--- src/rtl/data_cache_pkg.sv ---
// Shared types and address-split helpers for the direct-mapped data cache.
package data_cache_pkg;

  localparam int ADDR_W = 32;
  localparam int OFF_W  = 2;

  typedef enum logic [1:0] {
    IDLE,
    READ_MISS,
    WRITE
  } state_t;

  function automatic int idx_w(input int lines);
    return $clog2(lines);
  endfunction

  function automatic int tag_w(input int lines);
    return ADDR_W - OFF_W - $clog2(lines);
  endfunction

endpackage

--- src/rtl/cache_line_store.sv ---
// Tag/valid/data arrays: one combinational read port, one synchronous write port.
module cache_line_store #(
  parameter int LINES = 32,
  parameter int IB    = 5,
  parameter int TAG_W = 25
) (
  input  logic             clk,
  input  logic             rst,
  input  logic [IB-1:0]    rd_index,
  output logic             rd_valid,
  output logic [TAG_W-1:0] rd_tag,
  output logic [31:0]      rd_data,
  input  logic             wr_en,
  input  logic [IB-1:0]    wr_index,
  input  logic [TAG_W-1:0] wr_tag,
  input  logic [31:0]      wr_data
);

  logic [LINES-1:0] valid;
  logic [TAG_W-1:0] tags  [LINES];
  logic [31:0]      words [LINES];

  assign rd_valid = valid[rd_index];
  assign rd_tag   = tags[rd_index];
  assign rd_data  = words[rd_index];

  always_ff @(posedge clk or posedge rst) begin
    if (rst) begin
      valid <= '0;
    end else if (wr_en) begin
      valid[wr_index] <= 1'b1;
    end
  end

  // Payload arrays carry no reset; valid alone gates their use.
  always_ff @(posedge clk) begin
    if (wr_en) begin
      tags[wr_index]  <= wr_tag;
      words[wr_index] <= wr_data;
    end
  end

endmodule

--- src/rtl/data_cache.sv ---
// Write-through, no-write-allocate direct-mapped data cache for the MEM stage.
module data_cache
  import data_cache_pkg::*;
#(
  parameter int LINES       = 32,
  parameter int MEM_LATENCY = 4
) (
  input  logic        clk,
  input  logic        rst,
  input  logic        cpu_read,
  input  logic        cpu_write,
  input  logic [31:0] cpu_address,
  input  logic [31:0] cpu_write_data,
  output logic [31:0] cpu_read_data,
  output logic        stall,
  output logic        mem_read,
  output logic        mem_write,
  output logic [31:0] mem_address,
  output logic [31:0] mem_write_data,
  input  logic [31:0] mem_read_data,
  output logic [31:0] hit_count,
  output logic [31:0] miss_count
);

  localparam int IB = idx_w(LINES);
  localparam int TW = tag_w(LINES);
  localparam int CW = $clog2(MEM_LATENCY + 1);
  localparam logic [CW-1:0] LAST = CW'(MEM_LATENCY - 1);

  state_t state, state_nx;
  logic [CW-1:0] cnt;

  logic [IB-1:0] index;
  logic [TW-1:0] tag;
  logic          line_valid;
  logic [TW-1:0] line_tag;
  logic [31:0]   line_data;
  logic          hit;
  logic          is_read;

  logic          line_we;
  logic [31:0]   line_wdata;
  logic          cnt_clr;
  logic          cnt_inc;
  logic          hit_inc;
  logic          miss_inc;
  logic          unused_ok;

  assign index     = cpu_address[OFF_W+IB-1:OFF_W];
  assign tag       = cpu_address[ADDR_W-1:OFF_W+IB];
  assign unused_ok = ^cpu_address[OFF_W-1:0];
  assign hit       = line_valid && (line_tag == tag);
  assign is_read   = cpu_read && !cpu_write;

  cache_line_store #(
    .LINES (LINES),
    .IB    (IB),
    .TAG_W (TW)
  ) u_store (
    .clk      (clk),
    .rst      (rst),
    .rd_index (index),
    .rd_valid (line_valid),
    .rd_tag   (line_tag),
    .rd_data  (line_data),
    .wr_en    (line_we),
    .wr_index (index),
    .wr_tag   (tag),
    .wr_data  (line_wdata)
  );

  always_ff @(posedge clk or posedge rst) begin
    if (rst) begin
      state <= IDLE;
    end else begin
      state <= state_nx;
    end
  end

  always_ff @(posedge clk or posedge rst) begin
    if (rst) begin
      cnt <= '0;
    end else if (cnt_clr) begin
      cnt <= '0;
    end else if (cnt_inc) begin
      cnt <= cnt + CW'(1);
    end
  end

  always_ff @(posedge clk or posedge rst) begin
    if (rst) begin
      hit_count  <= '0;
      miss_count <= '0;
    end else begin
      if (hit_inc)  hit_count  <= hit_count + 32'd1;
      if (miss_inc) miss_count <= miss_count + 32'd1;
    end
  end

  always_comb begin
    state_nx       = state;
    stall          = 1'b0;
    mem_read       = 1'b0;
    mem_write      = 1'b0;
    mem_address    = '0;
    mem_write_data = '0;
    cpu_read_data  = '0;
    line_we        = 1'b0;
    line_wdata     = '0;
    cnt_clr        = 1'b0;
    cnt_inc        = 1'b0;
    hit_inc        = 1'b0;
    miss_inc       = 1'b0;
    unique case (state)
      IDLE: begin
        if (cpu_write) begin
          stall    = 1'b1;
          state_nx = WRITE;
        end else if (is_read && hit) begin
          cpu_read_data = line_data;
          hit_inc       = 1'b1;
        end else if (is_read) begin
          stall    = 1'b1;
          miss_inc = 1'b1;
          cnt_clr  = 1'b1;
          state_nx = READ_MISS;
        end
      end
      READ_MISS: begin
        mem_read    = 1'b1;
        mem_address = cpu_address;
        cnt_inc     = 1'b1;
        if (cnt == LAST) begin
          cpu_read_data = mem_read_data;
          line_we       = 1'b1;
          line_wdata    = mem_read_data;
          state_nx      = IDLE;
        end else begin
          stall = 1'b1;
        end
      end
      WRITE: begin
        mem_write      = 1'b1;
        mem_address    = cpu_address;
        mem_write_data = cpu_write_data;
        line_we        = hit;
        line_wdata     = cpu_write_data;
        state_nx       = IDLE;
      end
      default: state_nx = IDLE;
    endcase
    // Reset must silence the bus at once, even mid-transaction.
    if (rst) begin
      stall         = 1'b0;
      mem_read      = 1'b0;
      mem_write     = 1'b0;
      cpu_read_data = '0;
      line_we       = 1'b0;
    end
  end

endmodule

--- config.mk ---
export PLATFORM = sky130hd
export DESIGN_NAME = data_cache
export DESIGN_NICKNAME = d
export VERILOG_FILES = /design/src/rtl/data_cache_pkg.sv /design/src/rtl/cache_line_store.sv /design/src/rtl/data_cache.sv
export SDC_FILE = /design/constraint.sdc
export NUM_CORES = 2
export LEC_CHECK = 0
export CAP_MARGIN = 20
export CORE_MARGIN = 2
export CORE_UTILIZATION = 45
export CTS_CLUSTER_DIAMETER = 50
export DETAILED_ROUTE_END_ITERATION = 7
export GPL_TIMING_DRIVEN = 0
export HOLD_SLACK_MARGIN = 0.1
export SLEW_MARGIN = 20
export SYNTH_ARGS = -nofsm -noshare
export SYNTH_HDL_FRONTEND = slang
export SYNTH_HIERARCHICAL = 1
export SYNTH_SLANG_ARGS = --single-unit
export TNS_END_PERCENT = 20
--- constraint.sdc ---
create_clock -name clk -period 5.4 [get_ports clk]
set_input_delay 0.54 -clock clk [delete_from_list [all_inputs] [get_ports clk]]
set_output_delay 0.54 -clock clk [all_outputs]
set_load 0.01 [all_outputs]
==> Word level (Yosys, flattened, before mapping) <==
Memories as Yosys holds them, arrays and structs flattened.
Cells that the tools add are included.
{ "totals": {"regBits": 101, "latch_bits": 0, "ram_bits": 1824, "rom_bits": 0, "input_bits": 100, "output_inout_bits": 163, "word_cells": 68, "mem_count": 2} }
{ "memory_table": {"columns": ["memory", "words", "word_bits", "read_ports", "rd_ports_with_merged_regs", "write_ports", "line", "source"], "rows": [
  ["u_store.words", 32, 32, 1, 0, 1, "cache_line_store.sv:21", "logic [31:0] words [LINES];"],
  ["u_store.tags", 32, 25, 1, 0, 1, "cache_line_store.sv:20", "logic [TAG_W-1:0] tags [LINES];"]
]} }
{ "op_classes": {"add_sub_neg": 3, "n_mul": 0, "div": 0, "order_cmp": 2, "n_eq_ne": 7, "n_shift": 0, "muxes": 39, "n_bitwise": 1, "n_reduce_logical": 9} }
{ "ops": {"columns": ["op", "count"], "rows": [
  ["$mux W32", 6],
  ["$pmux W32 S2", 2],
  ["$add A32 B1 Y32 const B", 2],
  ["$or A32 B32 Y32", 1],
  ["$eq A25 B25 Y1", 1],
  ["$mux W1", 20],
  ["$mux W2", 4],
  ["$lt A5 B6 Y1 const B", 1],
  ["$mux W3", 2],
  ["$ne A3 B3 Y1 const B", 2],
  ["$bmux W1 S5", 1],
  ["$demux W1 S5", 1],
  ["$ge A5 B1 Y1 const B", 1],
  ["$logic_and A1 B1 Y1", 4],
  ["$pmux W1 S2", 2],
  ["$pmux W2 S2", 1],
  ["$add A3 B1 Y3 const B", 1],
  ["$eq A3 B2 Y1 const B", 1],
  ["$reduce_and A3 Y1", 1],
  ["$eq A2 B1 Y1 const B", 1],
  ["$eq A2 B2 Y1 const B", 1],
  ["$logic_not A2 Y1", 1],
  ["$ne A2 B2 Y1 const B", 1],
  ["$reduce_bool A2 Y1", 1],
  ["2 further kinds", 2]
]} }

==> Depth between registers and ports, before layout <==
{ "logic_depth": {"ltp_word": 8, "mapped_depth": 19, "depth_no_buf": 14} }

==> Hierarchy <==
Netlist, hierarchy kept.
{ "modules_own_cells": {"columns": ["mod", "n_inst", "cells_each", "area_each_um2", "seq_area_each_um2"], "rows": [
  ["cache_line_store", 1, 4031, 72112.9, 55573.3],
  ["data_cache", 1, 591, 4789.6, 1726.7]
]} }

==> Worst setup path before layout <==
No wires, ideal clock.
{ "synth_timing": {"kind": "input to register", "from": "input port cpu_address[2]", "to": "memory u_store.tags[12][0] (enable)", "setup_ns": 0.473, "arrival_ns": 6.204, "setup_slack_ns": -1.277, "stages": 17, "cell_sequence": "buf_4 > buf_2 > buf_4 > mux2i_1 > a21oi_1 > a31oi_1 > nand3_1 > xnor2_1 > nand4_1 > or4_1 > buf_4 > nor2_4 > a21oi_1 > nor3b_1 > or3b_2 > clkbuf_1 > nor2_1"} }
{ "synth_via": {"elab_chain_len": 7, "elab_cells_between_ends": 9, "classes_between": "eq/ne (1); mux (6); reduce/logical (1); memory (1)"} }
{ "synth_rtl": {"columns": ["element", "line", "source"], "rows": [
  ["start, declared", "data_cache.sv:12", "input logic [31:0] cpu_address,"],
  ["$mem_v2 Z32 W25", null, null],
  ["via line_tag[22]", "data_cache.sv:36", "logic [TW-1:0] line_tag;"],
  ["$eq A25 B25 Y1", "data_cache.sv:52", "assign hit = line_valid && (line_tag == tag);"],
  ["$logic_and A1 B1 Y1", "data_cache.sv:52", null],
  ["$pmux W1 S2", "data_cache.sv:114", "unique case (state)"],
  ["$mux W1", "data_cache.sv:153", "if (rst) begin"],
  ["via line_we", "data_cache.sv:41", "logic line_we;"],
  ["$mux W1", "cache_line_store.sv:37", "if (wr_en) begin"],
  ["$mux W1 (implied by the code)", "cache_line_store.sv:38", "tags[wr_index] <= wr_tag;"],
  ["end, declared", "cache_line_store.sv:20", null]
]} }
The timed path passes the listed nets, and every way through them passes these cells. The select of a mux whose other input is x is not followed.

==> Worst setup path after layout <==
{ "layout_timing": {"from": "input port cpu_address[2]", "to": "output port cpu_read_data[23]"} }
{ "layout_via": {"elab_chain_len": 8, "elab_cells_between_ends": 11, "classes_between": "eq/ne (1); mux (6); reduce/logical (2); memory (2)"} }
{ "layout_rtl": {"columns": ["element", "line", "source"], "rows": [
  ["$bmux W1 S5", "cache_line_store.sv:23", "assign rd_valid = valid[rd_index];"],
  ["$mux W1 (implied by the code)", "cache_line_store.sv:23", null],
  ["via line_valid", "data_cache.sv:35", "logic line_valid;"],
  ["$logic_and A1 B1 Y1", "data_cache.sv:52", null],
  ["$logic_and A1 B1 Y1", "data_cache.sv:119", "end else if (is_read && hit) begin"],
  ["$mux W32", "data_cache.sv:119", null],
  ["$mux W32", "data_cache.sv:116", "if (cpu_write) begin"],
  ["$pmux W32 S2", "data_cache.sv:114", null],
  ["$mux W32", "data_cache.sv:153", null],
  ["end, declared", "data_cache.sv:14", "output logic [31:0] cpu_read_data,"]
]} }
The timed path passes the listed nets, and every way through them passes these cells. The select of a mux whose other input is x is not followed.

==> results.cfg <==
[power_and_ir_drop]
ir_worst_vdd_v = 0.000290
p_int_mw = 25.9
total_leakage_power_nw = 34.2
seqPwrFrac_pct = 49.2
comb_power_share_pct = 11.5
p_clk_share_pct = 39.3
p_sw_mw = 8.38
powerDensity_nw_per_um2 = 367
switching_share_pct = 24.4

[clocking]
htree_num_levels = 4
cts_tree = yes
cts.clk_slew.worst_paths_ps = 60
cts.sinks = 1925
clockBufferDepth = 3
cts_made_buffers = 203
hold_buffers = 0
clk_latency_ps = 860
cts_root_buffer = clkbuf_16

[floorplan]
die_w_microns = 417
fp-row-count = 151
die_area_sq_um = 174000
ios = 263
coreArea_sq_um = 170000
initial_core_util_pct = 45.3
die_h_microns = 417

[drt]
drt_iter0_drc = 4671
met3_length_mm = 12.9
top_layer_used = met5
routed-wl-met2_mm = 104
drcViolationCount = 0
drt_first_pass_iters = 5
wl_mm = 215
ant_nets = 0
viasPerCell = 5.75
wire_per_inst_microns = 28.1
dr_total_vias = 44113
wl_met1_mm = 91.7

[place]
placed_area_sq_um = 85700
gp_congestion = 0.803
portBuffers = 262
dp.final_hpwl_mm = 144

[status]
violations = negative setup slack
status = finished with violations

[logic_synthesis]
syn_inst = 4622
netlist_area_sq_um = 76900
ys_ff_latch = 1925
async_reset_ff_share_pct = 5.25
synth.distinct_cells = 46
syn-num-nets = 4729
synth-main-ff-cell = edfxtp_1
synth_edf_count = 1824
synth.avg_cell_area_sq_um = 16.6
seq_area_frac_synth_pct = 74.5
yosysWarnings = 6

[setup_path]
crit_path_start_kind = input port
crit_arrival_ps = 4970
critical_path_class = in2out
cp.required_ps = 4860
critPathCaptureType = primary output
critPathMaxFanout = 10

[sta]
fin_skew_ps = 58.8
holdWs_ps = 235
fin_crit_sh_pct = 102
setup_viol = 15
max_slew_margin_pct = 21.8
rsz0062_at_grt = yes
final_max_slew_viol_count = 0
fmax_mhz = 181
setup_ws_ps = -114
tightestPinTransition_ps = 1170
hold_viol = 0
min_period_ps = 5510

[global_routing]
antenna_found_initial = 11
grtUsageTotal_pct = 24.3
grt_pass1_vias = 43156
gr-total-overflow = 0
grt_max_degree = 54
grt_pass1_wl_mm = 306

[final_layout]
final_nets = 5380
fillers = 13235
final_area_sq_um = 93500
area.growth.synth_to_final_pct = 21.5
drive_above_1_share_pct = 15.4
register_area_sq_um = 57300
multi_input_area_sq_um = 18700

[hold_path]
hold_class = in2reg

[job]
drv_cap = 0
[critical path, stage by stage]
cell and delay (ps):
buf_4 190, buf_12 200, buf_4 130, buf_4 110, buf_4 230, mux2i_1 100
a22o_1 250, nor3_1 570, a31oi_1 90, nand3_1 190, nand2_1 190, or4_4 490
buf_4 230, nor2_8 240, buf_4 190, buf_4 190, nand2_1 80, a21oi_1 140
clkdlybuf4s50_1 560
[what timing repair did]
item,4_1_cts,5_1_grt
pin swaps,22,6
setup buffers,50,14
gates cloned,1,0
gates resized for setup,214,44
endpoints found under the setup margin,1954,767
[routing by layer]
layer | GRT usage [%] | up-vias
met5 | 0 | -
met4 | 8.40 | 2
met3 | 3.49 | 303
met2 | 39.7 | 1599
met1 | 33.4 | 22887
li1 | - | 19322
[power groups by stage]
stage / Combinational [mW] / Sequential, mW / Clock (mW)
after floorplan: 1.62 / 17.2 / 0
after global placement: 3.31 / 17.3 / 0
after detailed placement: 3.87 / 17.2 / 0
after CTS: 3.96 / 16.9 / 13.7
after global routing: 4.15 / 16.9 / 14.3
final: 3.95 / 16.9 / 13.5
[metrics by stage]
step           power [mW]  cells  utilization, %   TNS, ps  setup WS, ps
4_1_cts              34.6   7653            55.0      -794         -87.0
3_5_place_dp         21.1   7226            50.5  -7389600         -4270
5_1_grt              35.3   7669            55.1      -160         -86.2
6_report             34.3   7669            55.1      -328          -114
3_3_place_gp         20.6   7102            48.5         -         -9350
2_1_floorplan        18.8   4622               -  -1423230          -937
[cell families (layout without fill, tap and decap cells)]
kind of cell    after synthesis  in the layout  share of synthesized area [%]
fa+ha+maj                     7              7                          0.114
xor+xnor                     88             88                           1.00
other cells                   0              3                              0
simple gates                769            769                           4.75
compound gates              597            597                           5.24
flops                      1925           1925                           74.5
buf+inv                     305           1131                           2.27
mux                         931            931                           12.1
[registers in the layout (all words and copies together), names as in the netlist]
| name | count |
|---|---|
| miss_count | 32 |
| u_store/words | 1024 |
| state | 2 |
| u_store/valid | 32 |
| hit_count | 32 |
| u_store/tags | 800 |
| cnt | 3 |
[worst paths after layout]
check                            startpoint  slack (ps)  depth (start not counted)                     to
hold reg to reg              miss_count[31]         460                          1         miss_count[31]
setup reg to reg           u_store/valid[1]         240                         16  u_store/words[28][14]
hold / removal               cpu_address[7]         240                          1     u_store/tags[4][0]
max in group asynchronous               rst        4290                          2      u_store/valid[13]
min in group asynchronous               rst         320                          2         miss_count[27]
setup / recovery             cpu_address[2]        -110                         19      cpu_read_data[23]
[cell usage in the layout (no fill, tap or decap), types with 54 or more instances in the layout]
cell,instances
a21oi_1,209
a22o_1,116
a22oi_1,174
buf_12,83
buf_16,56
buf_2,54
buf_4,122
clkbuf_1,91
clkbuf_16,204
clkdlybuf4s50_1,210
dfrtp_1,101
edfxtp_1,1824
mux2i_1,929
nand2_1,295
nand3_1,197
nor3_1,69
[synthesized netlist by cell type, types with 4 or more instances]
master    count  area (sq um)
a21boi_0     32           240
a21oi_1     210          1050
a22o_1      116          1020
a22oi_1     174          1310
a31oi_1      58           363
and2_1       39           244
and3_1       18           113
buf_1        18          67.6
buf_2        44           220
buf_4        78           586
buf_6        20           225
buf_8         9           135
clkbuf_1     94           353
dfrtp_1     101          2530
edfxtp_1   1824         54800
ha_1          7          87.6
inv_1        42           158
mux2i_1     929          9300
nand2_1     296          1110
nand2b_1      4          25.0
nand3_1     200          1000
nand3b_1      5          37.5
nand4_1      22           138
nor2_1       52           195
nor2b_1       6          37.5
nor3_1       71           355
nor4_1        9          56.3
or2_1         9          56.3
or2_2        24           150
xnor2_1      48           420
xor2_1       40           350
[layout make-up]
type                       instances  area share [%]
inverter                          42           0.171
clock buffer                     247            5.64
buffer                           258            2.22
multi-input combinational       2392            20.0
antenna                            3         0.00803
clock inverter                   133            1.31
sequential                      1925            61.3
tap                             2218            2.97
timing repair buffer             451            6.37
Note: power is estimated with default switching activity, not from simulation.
